$ cat src/rtl/axi_pkg.sv
// AXI4-Lite response codes shared by the peripheral-bus slaves.
package axi_pkg;
    typedef logic [1:0] resp_t;

    localparam resp_t RESP_OKAY   = 2'b00;
    localparam resp_t RESP_SLVERR = 2'b10;
endpackage

$ cat src/rtl/soc_timer_pkg.sv
// Register map, control fields and helpers for the AXI-Lite timer.
package soc_timer_pkg;
    localparam int unsigned PRESCALE_WIDTH = 16;

    localparam logic [4:0] TIMER_CTRL_OFF     = 5'h00;
    localparam logic [4:0] TIMER_PRESCALE_OFF = 5'h04;
    localparam logic [4:0] TIMER_COUNT_OFF    = 5'h08;
    localparam logic [4:0] TIMER_COMPARE_OFF  = 5'h0C;
    localparam logic [4:0] TIMER_STATUS_OFF   = 5'h10;

    localparam int unsigned CTRL_EN_BIT          = 0;
    localparam int unsigned CTRL_AUTO_RELOAD_BIT = 1;
    localparam int unsigned CTRL_IRQ_EN_BIT      = 2;

    typedef struct packed {
        logic irq_en;
        logic auto_reload;
        logic en;
    } ctrl_t;

    // Merge write data into an existing 32-bit value under byte strobes.
    function automatic logic [31:0] apply_strb(input logic [31:0] old_val,
                                               input logic [31:0] wdata,
                                               input logic [3:0]  strb);
        logic [31:0] res;
        res = old_val;
        for (int i = 0; i < 4; i++) begin
            if (strb[i]) res[i*8 +: 8] = wdata[i*8 +: 8];
        end
        return res;
    endfunction
endpackage

$ cat src/rtl/axil_timer_if.sv
// AXI4-Lite slave channel bundle for the timer peripheral.
interface axil_timer_if #(
    parameter int unsigned ADDR_WIDTH = 32
);
    logic [ADDR_WIDTH-1:0] awaddr;
    logic                  awvalid;
    logic                  awready;
    logic [31:0]           wdata;
    logic [3:0]            wstrb;
    logic                  wvalid;
    logic                  wready;
    logic [1:0]            bresp;
    logic                  bvalid;
    logic                  bready;
    logic [ADDR_WIDTH-1:0] araddr;
    logic                  arvalid;
    logic                  arready;
    logic [31:0]           rdata;
    logic [1:0]            rresp;
    logic                  rvalid;
    logic                  rready;

    modport slave (
        input  awaddr, awvalid, wdata, wstrb, wvalid, bready, araddr, arvalid, rready,
        output awready, wready, bresp, bvalid, arready, rdata, rresp, rvalid
    );

    modport master (
        output awaddr, awvalid, wdata, wstrb, wvalid, bready, araddr, arvalid, rready,
        input  awready, wready, bresp, bvalid, arready, rdata, rresp, rvalid
    );
endinterface

$ cat src/rtl/axil_timer_core.sv
// Prescaler, 32-bit up-counter and compare logic; emits a one-cycle match_set pulse.
module axil_timer_core
    import soc_timer_pkg::*;
(
    input  logic                      clk_i,
    input  logic                      reset_i,
    input  logic                      en_i,
    input  logic                      auto_reload_i,
    input  logic [PRESCALE_WIDTH-1:0] prescale_i,
    input  logic [31:0]               compare_i,
    input  logic                      count_we_i,
    input  logic [31:0]               count_wdata_i,
    input  logic                      psc_clr_i,
    output logic [31:0]               count_o,
    output logic                      match_set_c_o
);
    logic [PRESCALE_WIDTH-1:0] psc_q, psc_d;
    logic [31:0]               count_q, count_d;
    logic                      tick;

    // A software COUNT write overrides the tick; the compare still uses the pre-write value.
    always_comb begin
        psc_d         = psc_q;
        count_d       = count_q;
        tick          = en_i && (psc_q == prescale_i);
        match_set_c_o = tick && (count_q == compare_i);

        if (!en_i || psc_clr_i || tick) psc_d = '0;
        else                            psc_d = psc_q + PRESCALE_WIDTH'(1);

        if (count_we_i)                           count_d = count_wdata_i;
        else if (match_set_c_o && auto_reload_i)  count_d = '0;
        else if (tick)                            count_d = count_q + 32'd1;
    end

    always_ff @(posedge clk_i) begin
        if (reset_i) begin
            psc_q   <= '0;
            count_q <= '0;
        end else begin
            psc_q   <= psc_d;
            count_q <= count_d;
        end
    end

    assign count_o = count_q;
endmodule

$ cat src/rtl/axil_timer.sv
// AXI4-Lite timer: channel handshakes and register file around axil_timer_core.
module axil_timer
    import soc_timer_pkg::*;
    import axi_pkg::*;
#(
    parameter int unsigned ADDR_WIDTH = 32,
    parameter int unsigned DATA_WIDTH = 32
) (
    input  logic          clk_i,
    input  logic          reset_i,
    axil_timer_if.slave   s_axi,
    output logic          irq_o
);
    if (DATA_WIDTH != 32) begin : g_dw_check
        $error("axil_timer: DATA_WIDTH must be 32");
    end

    logic                      wr_ready_q, wr_ready_d;
    logic                      bvalid_q, bvalid_d;
    resp_t                     bresp_q, bresp_d;
    logic                      arready_q, arready_d;
    logic                      rvalid_q, rvalid_d;
    resp_t                     rresp_q, rresp_d;
    logic [31:0]               rdata_q, rdata_d;
    ctrl_t                     ctrl_q, ctrl_d;
    logic [PRESCALE_WIDTH-1:0] prescale_q, prescale_d;
    logic [31:0]               compare_q, compare_d;
    logic                      match_q, match_d;
    logic                      irq_q, irq_d;

    logic        wr_fire, rd_fire;
    logic [4:0]  wr_off, rd_off;
    logic        count_we, psc_clr, match_set;
    logic [31:0] count, count_wdata;
    logic        unused_addr_bits;

    assign unused_addr_bits = ^{s_axi.awaddr[ADDR_WIDTH-1:5], s_axi.awaddr[1:0],
                                s_axi.araddr[ADDR_WIDTH-1:5], s_axi.araddr[1:0]};

    // Ready is a registered one-cycle pulse; the access completes on the edge that ends it.
    always_comb begin
        wr_ready_d  = s_axi.awvalid && s_axi.wvalid && !bvalid_q && !wr_ready_q;
        arready_d   = s_axi.arvalid && !rvalid_q && !arready_q;
        bvalid_d    = bvalid_q;
        bresp_d     = bresp_q;
        rvalid_d    = rvalid_q;
        rresp_d     = rresp_q;
        rdata_d     = rdata_q;
        ctrl_d      = ctrl_q;
        prescale_d  = prescale_q;
        compare_d   = compare_q;
        match_d     = match_q;
        count_we    = 1'b0;
        psc_clr     = 1'b0;
        wr_off      = {s_axi.awaddr[4:2], 2'b00};
        rd_off      = {s_axi.araddr[4:2], 2'b00};
        wr_fire     = wr_ready_q && s_axi.awvalid && s_axi.wvalid;
        rd_fire     = arready_q && s_axi.arvalid;
        count_wdata = apply_strb(count, s_axi.wdata, s_axi.wstrb);

        if (bvalid_q && s_axi.bready) bvalid_d = 1'b0;
        if (wr_fire) begin
            bvalid_d = 1'b1;
            bresp_d  = RESP_OKAY;
            case (wr_off)
                TIMER_CTRL_OFF: begin
                    if (s_axi.wstrb[0]) begin
                        ctrl_d.en          = s_axi.wdata[CTRL_EN_BIT];
                        ctrl_d.auto_reload = s_axi.wdata[CTRL_AUTO_RELOAD_BIT];
                        ctrl_d.irq_en      = s_axi.wdata[CTRL_IRQ_EN_BIT];
                    end
                end
                TIMER_PRESCALE_OFF: begin
                    prescale_d = PRESCALE_WIDTH'(apply_strb(32'(prescale_q), s_axi.wdata, s_axi.wstrb));
                    psc_clr    = 1'b1;
                end
                TIMER_COUNT_OFF: begin
                    count_we = 1'b1;
                    psc_clr  = 1'b1;
                end
                TIMER_COMPARE_OFF: compare_d = apply_strb(compare_q, s_axi.wdata, s_axi.wstrb);
                TIMER_STATUS_OFF:  if (s_axi.wstrb[0] && s_axi.wdata[0]) match_d = 1'b0;
                default:           bresp_d = RESP_SLVERR;
            endcase
        end
        // A hardware match outranks a same-cycle software clear.
        if (match_set) match_d = 1'b1;
        irq_d = match_d && ctrl_d.irq_en;

        if (rvalid_q && s_axi.rready) rvalid_d = 1'b0;
        if (rd_fire) begin
            rvalid_d = 1'b1;
            rresp_d  = RESP_OKAY;
            case (rd_off)
                TIMER_CTRL_OFF:     rdata_d = {29'b0, ctrl_q};
                TIMER_PRESCALE_OFF: rdata_d = 32'(prescale_q);
                TIMER_COUNT_OFF:    rdata_d = count;
                TIMER_COMPARE_OFF:  rdata_d = compare_q;
                TIMER_STATUS_OFF:   rdata_d = {31'b0, match_q};
                default: begin
                    rdata_d = '0;
                    rresp_d = RESP_SLVERR;
                end
            endcase
        end
    end

    always_ff @(posedge clk_i) begin
        if (reset_i) begin
            wr_ready_q <= 1'b0;
            bvalid_q   <= 1'b0;
            bresp_q    <= RESP_OKAY;
            arready_q  <= 1'b0;
            rvalid_q   <= 1'b0;
            rresp_q    <= RESP_OKAY;
            rdata_q    <= '0;
            ctrl_q     <= '0;
            prescale_q <= '0;
            compare_q  <= '0;
            match_q    <= 1'b0;
            irq_q      <= 1'b0;
        end else begin
            wr_ready_q <= wr_ready_d;
            bvalid_q   <= bvalid_d;
            bresp_q    <= bresp_d;
            arready_q  <= arready_d;
            rvalid_q   <= rvalid_d;
            rresp_q    <= rresp_d;
            rdata_q    <= rdata_d;
            ctrl_q     <= ctrl_d;
            prescale_q <= prescale_d;
            compare_q  <= compare_d;
            match_q    <= match_d;
            irq_q      <= irq_d;
        end
    end

    axil_timer_core u_core (
        .clk_i         (clk_i),
        .reset_i       (reset_i),
        .en_i          (ctrl_q.en),
        .auto_reload_i (ctrl_q.auto_reload),
        .prescale_i    (prescale_q),
        .compare_i     (compare_q),
        .count_we_i    (count_we),
        .count_wdata_i (count_wdata),
        .psc_clr_i     (psc_clr),
        .count_o       (count),
        .match_set_c_o (match_set)
    );

    assign s_axi.awready = wr_ready_q;
    assign s_axi.wready  = wr_ready_q;
    assign s_axi.bvalid  = bvalid_q;
    assign s_axi.bresp   = bresp_q;
    assign s_axi.arready = arready_q;
    assign s_axi.rvalid  = rvalid_q;
    assign s_axi.rresp   = rresp_q;
    assign s_axi.rdata   = rdata_q;
    assign irq_o         = irq_q;
endmodule

$ cat src/flat_wrapper.sv
// flat-port wrapper written by rule: the top's interface ports become plain ports
module axil_timer_flat import soc_timer_pkg::*; import axi_pkg::*;
#(
    parameter int unsigned ADDR_WIDTH = 32,
    parameter int unsigned DATA_WIDTH = 32
)
  (clk_i, reset_i, irq_o, s_axi_awaddr, s_axi_awvalid, s_axi_wdata, s_axi_wstrb, s_axi_wvalid, s_axi_bready, s_axi_araddr, s_axi_arvalid, s_axi_rready, s_axi_awready, s_axi_wready, s_axi_bresp, s_axi_bvalid, s_axi_arready, s_axi_rdata, s_axi_rresp, s_axi_rvalid);
  axil_timer_if #(.ADDR_WIDTH(ADDR_WIDTH)) s_axi_i ();
  input  logic clk_i;
  input  logic reset_i;
  output logic irq_o;
  input wire logic [$bits(s_axi_i.awaddr)-1:0] s_axi_awaddr;
  input wire logic [$bits(s_axi_i.awvalid)-1:0] s_axi_awvalid;
  input wire logic [$bits(s_axi_i.wdata)-1:0] s_axi_wdata;
  input wire logic [$bits(s_axi_i.wstrb)-1:0] s_axi_wstrb;
  input wire logic [$bits(s_axi_i.wvalid)-1:0] s_axi_wvalid;
  input wire logic [$bits(s_axi_i.bready)-1:0] s_axi_bready;
  input wire logic [$bits(s_axi_i.araddr)-1:0] s_axi_araddr;
  input wire logic [$bits(s_axi_i.arvalid)-1:0] s_axi_arvalid;
  input wire logic [$bits(s_axi_i.rready)-1:0] s_axi_rready;
  output wire logic [$bits(s_axi_i.awready)-1:0] s_axi_awready;
  output wire logic [$bits(s_axi_i.wready)-1:0] s_axi_wready;
  output wire logic [$bits(s_axi_i.bresp)-1:0] s_axi_bresp;
  output wire logic [$bits(s_axi_i.bvalid)-1:0] s_axi_bvalid;
  output wire logic [$bits(s_axi_i.arready)-1:0] s_axi_arready;
  output wire logic [$bits(s_axi_i.rdata)-1:0] s_axi_rdata;
  output wire logic [$bits(s_axi_i.rresp)-1:0] s_axi_rresp;
  output wire logic [$bits(s_axi_i.rvalid)-1:0] s_axi_rvalid;
  assign s_axi_i.awaddr = s_axi_awaddr;
  assign s_axi_i.awvalid = s_axi_awvalid;
  assign s_axi_i.wdata = s_axi_wdata;
  assign s_axi_i.wstrb = s_axi_wstrb;
  assign s_axi_i.wvalid = s_axi_wvalid;
  assign s_axi_i.bready = s_axi_bready;
  assign s_axi_i.araddr = s_axi_araddr;
  assign s_axi_i.arvalid = s_axi_arvalid;
  assign s_axi_i.rready = s_axi_rready;
  assign s_axi_awready = s_axi_i.awready;
  assign s_axi_wready = s_axi_i.wready;
  assign s_axi_bresp = s_axi_i.bresp;
  assign s_axi_bvalid = s_axi_i.bvalid;
  assign s_axi_arready = s_axi_i.arready;
  assign s_axi_rdata = s_axi_i.rdata;
  assign s_axi_rresp = s_axi_i.rresp;
  assign s_axi_rvalid = s_axi_i.rvalid;
  axil_timer #(.ADDR_WIDTH(ADDR_WIDTH), .DATA_WIDTH(DATA_WIDTH)) u_core (.clk_i(clk_i), .reset_i(reset_i), .s_axi(s_axi_i), .irq_o(irq_o));
endmodule
$ cat config.mk
export PLATFORM = sky130hd
export DESIGN_NAME = axil_timer_flat
export DESIGN_NICKNAME = d
export VERILOG_FILES = /design/src/rtl/axi_pkg.sv /design/src/rtl/soc_timer_pkg.sv /design/src/rtl/axil_timer_if.sv /design/src/rtl/axil_timer_core.sv /design/src/rtl/axil_timer.sv /design/src/flat_wrapper.sv
export SDC_FILE = /design/constraint.sdc
export NUM_CORES = 1
export LEC_CHECK = 0
export ABC_AREA = 1
export CAP_MARGIN = 20
export CORE_MARGIN = 5
export CORE_UTILIZATION = 32
export DETAILED_ROUTE_END_ITERATION = 10
export PLACE_DENSITY = 0.59
export SLEW_MARGIN = 20
export SYNTH_ARGS = -nofsm -noshare
export SYNTH_HDL_FRONTEND = slang
export SYNTH_SLANG_ARGS = --single-unit
$ cat constraint.sdc
create_clock -name clk_i -period 2.7 [get_ports clk_i]
set_input_delay 0.54 -clock clk_i [delete_from_list [all_inputs] [get_ports clk_i]]
set_output_delay 0.54 -clock clk_i [all_outputs]
set_load 0.01 [all_outputs]
# Word level (Yosys, flattened, before mapping)
# Cells that the tools add are included.
# classes
n_addsub	2
reduce_logical	42
muxes	25
n_eq_ne	14
# op_table
operator	count
$pmux 32 s5	1
$mux 32	3
$add 32x1->32 const B	1
$eq 32x32->1	1
$mux 8	4
$reduce_and 3->1	7
$add 16x1->16 const B	1
$eq 16x16->1	1
$logic_and 1x1->1	15
$eq 3x2->1 const B	4
$mux 1	12
$reduce_or 5->1	2
$mux 3	3
$ne 2x2->1 const B	4
$reduce_and 2->1	4
$eq 3x1->1 const B	2
$eq 3x3->1 const B	2
$logic_not 3->1	2
$logic_not 1->1	5
$mux 2	2
$reduce_bool 2->1	2
$reduce_or 2->1	2
$reduce_bool 3->1	1
$logic_or 1x1->1	2
# totals
input_bits	107
ff_bits	141
out_inout_bits	42
word_cells	106

# Logic depth before layout (Yosys ltp)
# logic_depth
depth_word	7
mapped_depth	12
mapped_depth_nobuf	12

# Hierarchy
# A second synthesis with hierarchy kept.
# unflattened
hier_cells	1443
hier_area_um2	8813.5
# modules_own_cells
mod	cells_each	seq_area_each_um2	n_inst	area_per_inst_um2
axil_timer	632	1821.7	1	4420.5
axil_timer_core	811	960.9	1	4393.0

# Least setup slack after synthesis
# OpenSTA, ideal clock, no wires.
# synth_path
path_type	input port to flip-flop
from	in s_axi_wvalid
to	reg u_core.u_core.count_q[22] (netlist: u_core.u_core.count_o[22])
cell_stages	7
n_path_buf	2
path_slack_ps	912
required_ps	2580
t_arrival_ps	1668
setup_time_ps	120
cell_sequence	nand3_1 > nor2_1 > buf_2 > nand2_1 > buf_2 > o21ai_0 > a21oi_2
# synth_between
elab_chain_cells	4
elab_cells_between_ends	6
classes_between	eq/ne (1); mux (2); reduce/logical (3)
# synth_rtl
element	line_no	text
start: declaration	flat_wrapper.sv:16	input wire logic [$bits(s_axi_i.wvalid)-1:0] s_axi_wvalid;
$logic_and 1x1->1 *	axil_timer.sv:57	wr_fire = wr_ready_q && s_axi.awvalid && s_axi.wvalid;
$mux 1 *	axil_timer.sv:62	if (wr_fire) begin
$ne 2x2->1 (no line) / $reduce_bool 3->1 (equally long branches)	-	
$reduce_and 2->1 (no line)	-	
end signal: assignment	axil_timer_core.sv:42	count_q <= count_d;
end: declaration	axil_timer_core.sv:18	logic [31:0] count_q, count_d;
# Mark *: on every way between the ends. The rest lies on a longest branch, timed or not.
# A chain may end at the register's enable or synchronous reset.

# Final worst setup path
# layout_path
from	in s_axi_awaddr[4]
to	reg u_core.u_core.count_q[27] (netlist: u_core.u_core.count_o[27])
# layout_between
elab_chain_cells	5
elab_cells_between_ends	7
classes_between	eq/ne (2); mux (3); reduce/logical (2)
# layout_rtl
element	line_no	text
start: declaration	flat_wrapper.sv:12	input wire logic [$bits(s_axi_i.awaddr)-1:0] s_axi_awaddr;
$eq 3x2->1 *	axil_timer.sv:65	case (wr_off)
$mux 1 *	axil_timer.sv:65	
$mux 1 *	axil_timer.sv:62	
$ne 2x2->1 (no line) / $reduce_bool 3->1 (equally long branches)	-	
$reduce_and 2->1 (no line)	-	
# Marked as above.

==> impl_results.md <==
* # DRC at 0
* Max-cap violations at 0
* Final Cell Area at 9926 sq um
* Post-CTS sizing at 0
* Vias per Instance at 5.019
* Routed vias at 8462
* Tcrit/Tclk final at 0.7957
* HPWL after DPL at 19.92 mm
* Pre-antenna DRT Iters at 5
* Worst ir drop on vdd at 0.4196 mV
* Dpl cells at 1654
* FMAX at 465.4 MHz
* Post-CTS setup buffer count at 0
* Hold WS at 446.5 ps
* Initial Utilization at 0.3263
* Final setup vio count at 0
* CP Max Fanout at 39
* Die ar. at 28200 sq um
* Drt wl/cell at 15.82 microns
* CP required at 3000 ps
* P_leak at 3.976 nW
* Arrival time of the worst setup path at 2450 ps
* Power, Total at 0.004910 W
* Die width at 167.9 microns
* Depth of the CTS H-tree at 4
* Cell area after synthesis at 7983 sq um
* Worst Hold Class: reg2reg
* TritonCTS clock tree: yes
* Rel. slew slack at 0.5259
* Worst Setup SP: s_axi_awaddr[4]
* Syn avg cell area at 6.310 sq um
* Multi-input logic area at 4464 sq um
* Reg area at 2783 sq um
* Cell Count, Final, Fillers Out at 1686
* Power Density at 494.7 nW/um^2
* Initial antenna violation count at 0
* Number of I/O port buffers at 88
* Die height at 167.9 microns
* Io pins at 149
* First-pass GRT wire length at 42.34 mm
* Grt total ovfl at 0
* Worst slew pin tran at 711.0 ps
* GRT Total Usage at 0.1853
* Worst r2r src: u_core.u_core.count_o[10]
* Remaining antenna violation count at 0
* Max-slew violation count at 0
* Syn-to-layout area delta at 24.34%
* Skew final at 13.01 ps
* Layout fillers at 2578
* GPL Wtd Cong at 0.9278
* Outcome: finished, final reports clean
* Flip-flop and latch count after synthesis at 139
* Cts bufs inserted at 17
* ANT cells at 0
* Sink Count at 139
* WS Path Type: in2reg
* Synthesis warning total at 0
* Share of cells above drive strength 1 at 0.07269
* Area post-placement at 9279 sq um
* Setup crit end kind: register
* RSZ-0062 raised after global routing: false
* Net count, final at 1458
* Hold_sp: u_core.s_axi.arready
* Clock Pin Slew Worst Setup and Hold Paths at 60 ps
* Synth cell types at 41
* CTS max path bufs at 2
* Seq/Total Area, Yosys at 0.3486
* Core area at 24460 sq um
* Clk root buf: clkbuf_16
* 1st-iter DRT viols at 696
* Vias in the first global route at 7906
* Setup TNS at 0 ps
* Largest net degree at the start of global routing at 43
* Row cnt at 57
* Wire length after detailed routing at 26.67 mm
* Clock Latency Late Sink at 420 ps
* Final hold vios at 0
* Hold-fix buffers, CTS at 0
* Worst Setup Start Kind: primary input
* Syn Inst Count at 1265
* Tmin final at 2149 ps
==> cells by family (layout without fill, tap and decap cells) <==
family,after synthesis,in the layout,synth area share
buf+inv,185,281,0.09295
compound gates,253,253,0.1729
simple gates,649,649,0.3425
xor+xnor,36,36,0.03950
other cells,1,2,0.0004698
flops,139,139,0.3486
fa+ha+maj,2,2,0.003134
==> routing by layer <==
metal / vias up / GRT usage / routed length, microns
met3: 29 / 0.03775 / 1921
met5: - / 0 / 0
li1: 4266 / - / -
met1: 3872 / 0.2601 / 12540
met4: 0 / 0.04834 / 431
met2: 295 / 0.2912 / 11770
==> power breakdown <==
part / switching (W) / leakage [nW] / internal, W
Sequential: 0.00000704 / 1.12 / 0.00206
Clock: 0.000940 / 0.314 / 0.00165
Combinational: 0.000148 / 2.54 / 0.000105
==> cell type report <==
cell class | count | share of cell area
Inverter | 132 | 0.04992
Multi-Input combinational cell | 942 | 0.4498
Sequential cell | 139 | 0.2803
Tap cell | 324 | 0.04084
Clock buffer | 23 | 0.04916
Clock inverter | 9 | 0.01601
Timing Repair Buffer | 117 | 0.1140
==> worst max-delay path, cell delays in order <==
cell             delay, ps
clkdlybuf4s50_1        560
inv_2                   70
nand3_1                 90
nor2_2                  50
buf_12                 160
inv_2                  200
nand4_1                200
buf_12                 240
a21boi_0               230
a21oi_1                100
==> synth_stat cells (all sizes together) <==
library cell,n,area share
nor2,164,0.078
a211oi,1,0.00094
nand3b,2,0.0019
o21a,1,0.00094
a21oi,124,0.082
a31o,1,0.0011
o2111ai,2,0.0022
and2,1,0.00078
nand3,73,0.053
nor4,4,0.0031
inv,132,0.062
and3,1,0.00078
o211ai,1,0.00094
o22ai,17,0.013
conb,1,0.00047
nand2,347,0.16
o41ai,1,0.0011
o221ai,4,0.0044
xnor2,20,0.022
a221oi,1,0.0011
a21boi,4,0.0038
dfxtp,139,0.35
nor3,34,0.022
nand4,20,0.016
clkbuf,25,0.012
ha,2,0.0031
buf,28,0.019
o21ai,96,0.061
nor3b,3,0.0028
xor2,16,0.018
==> per-stage QoR <==
step                setup WS [ps]    util
finish                      551.5  0.4058
global route                465.4  0.4058
CTS                         571.8  0.4058
detailed placement          140.1  0.3793
global placement            176.2  0.3793
floorplan                   911.8       -
==> path summary, 6_finish.rpt <==
kind | endpoint | cells after the start | slack (ps)
worst max-delay path | u_core.u_core.count_o[27] | 10 | 550
worst min-delay path | u_core.s_axi.arready | 1 | 450
worst max register to register | u_core.u_core.count_o[29] | 10 | 640
worst min register to register | u_core.s_axi.arready | 1 | 450
==> state kept, by name, summed over array words and instances (netlist names) <==
signal / cells
u_core.ctrl_q: 3
u_core.s_axi.awready: 1
u_core.s_axi.rresp: 1
u_core.match_q: 1
u_core.s_axi.rdata: 32
u_core.s_axi.bresp: 1
u_core.irq_o: 1
u_core.s_axi.bvalid: 1
u_core.s_axi.arready: 1
u_core.compare_q: 32
u_core.prescale_q: 16
u_core.u_core.count_o: 32
u_core.s_axi.rvalid: 1
u_core.u_core.psc_q: 16
==> cell usage in the layout, fill, tap and decap left out, types with 2 or more instances in the layout <==
cell	Yosys	routed
nand3_1	62	62
clkbuf_16	0	17
xor2_1	16	16
o221ai_1	4	4
inv_1	127	126
buf_4	5	26
nor3b_1	3	3
o22ai_1	17	17
nand3b_1	2	2
nand3_2	11	11
inv_2	5	6
clkbuf_1	25	2
buf_12	0	3
conb_1	1	2
dfxtp_1	139	139
nand2_2	4	4
a21oi_2	10	10
nor2_1	160	159
clkinv_4	0	2
clkdlybuf4s50_1	0	87
o21ai_0	95	95
bufinv_16	0	4
nor3_1	33	33
a21boi_0	3	3
ha_1	2	2
nor4_1	4	4
nor2_2	4	5
nand4_1	20	20
a21oi_1	114	114
xnor2_1	20	20
clkbuf_8	0	4
nand2_1	343	343
o2111ai_1	2	2
No activity file was read; power rests on OpenSTA's default activity.
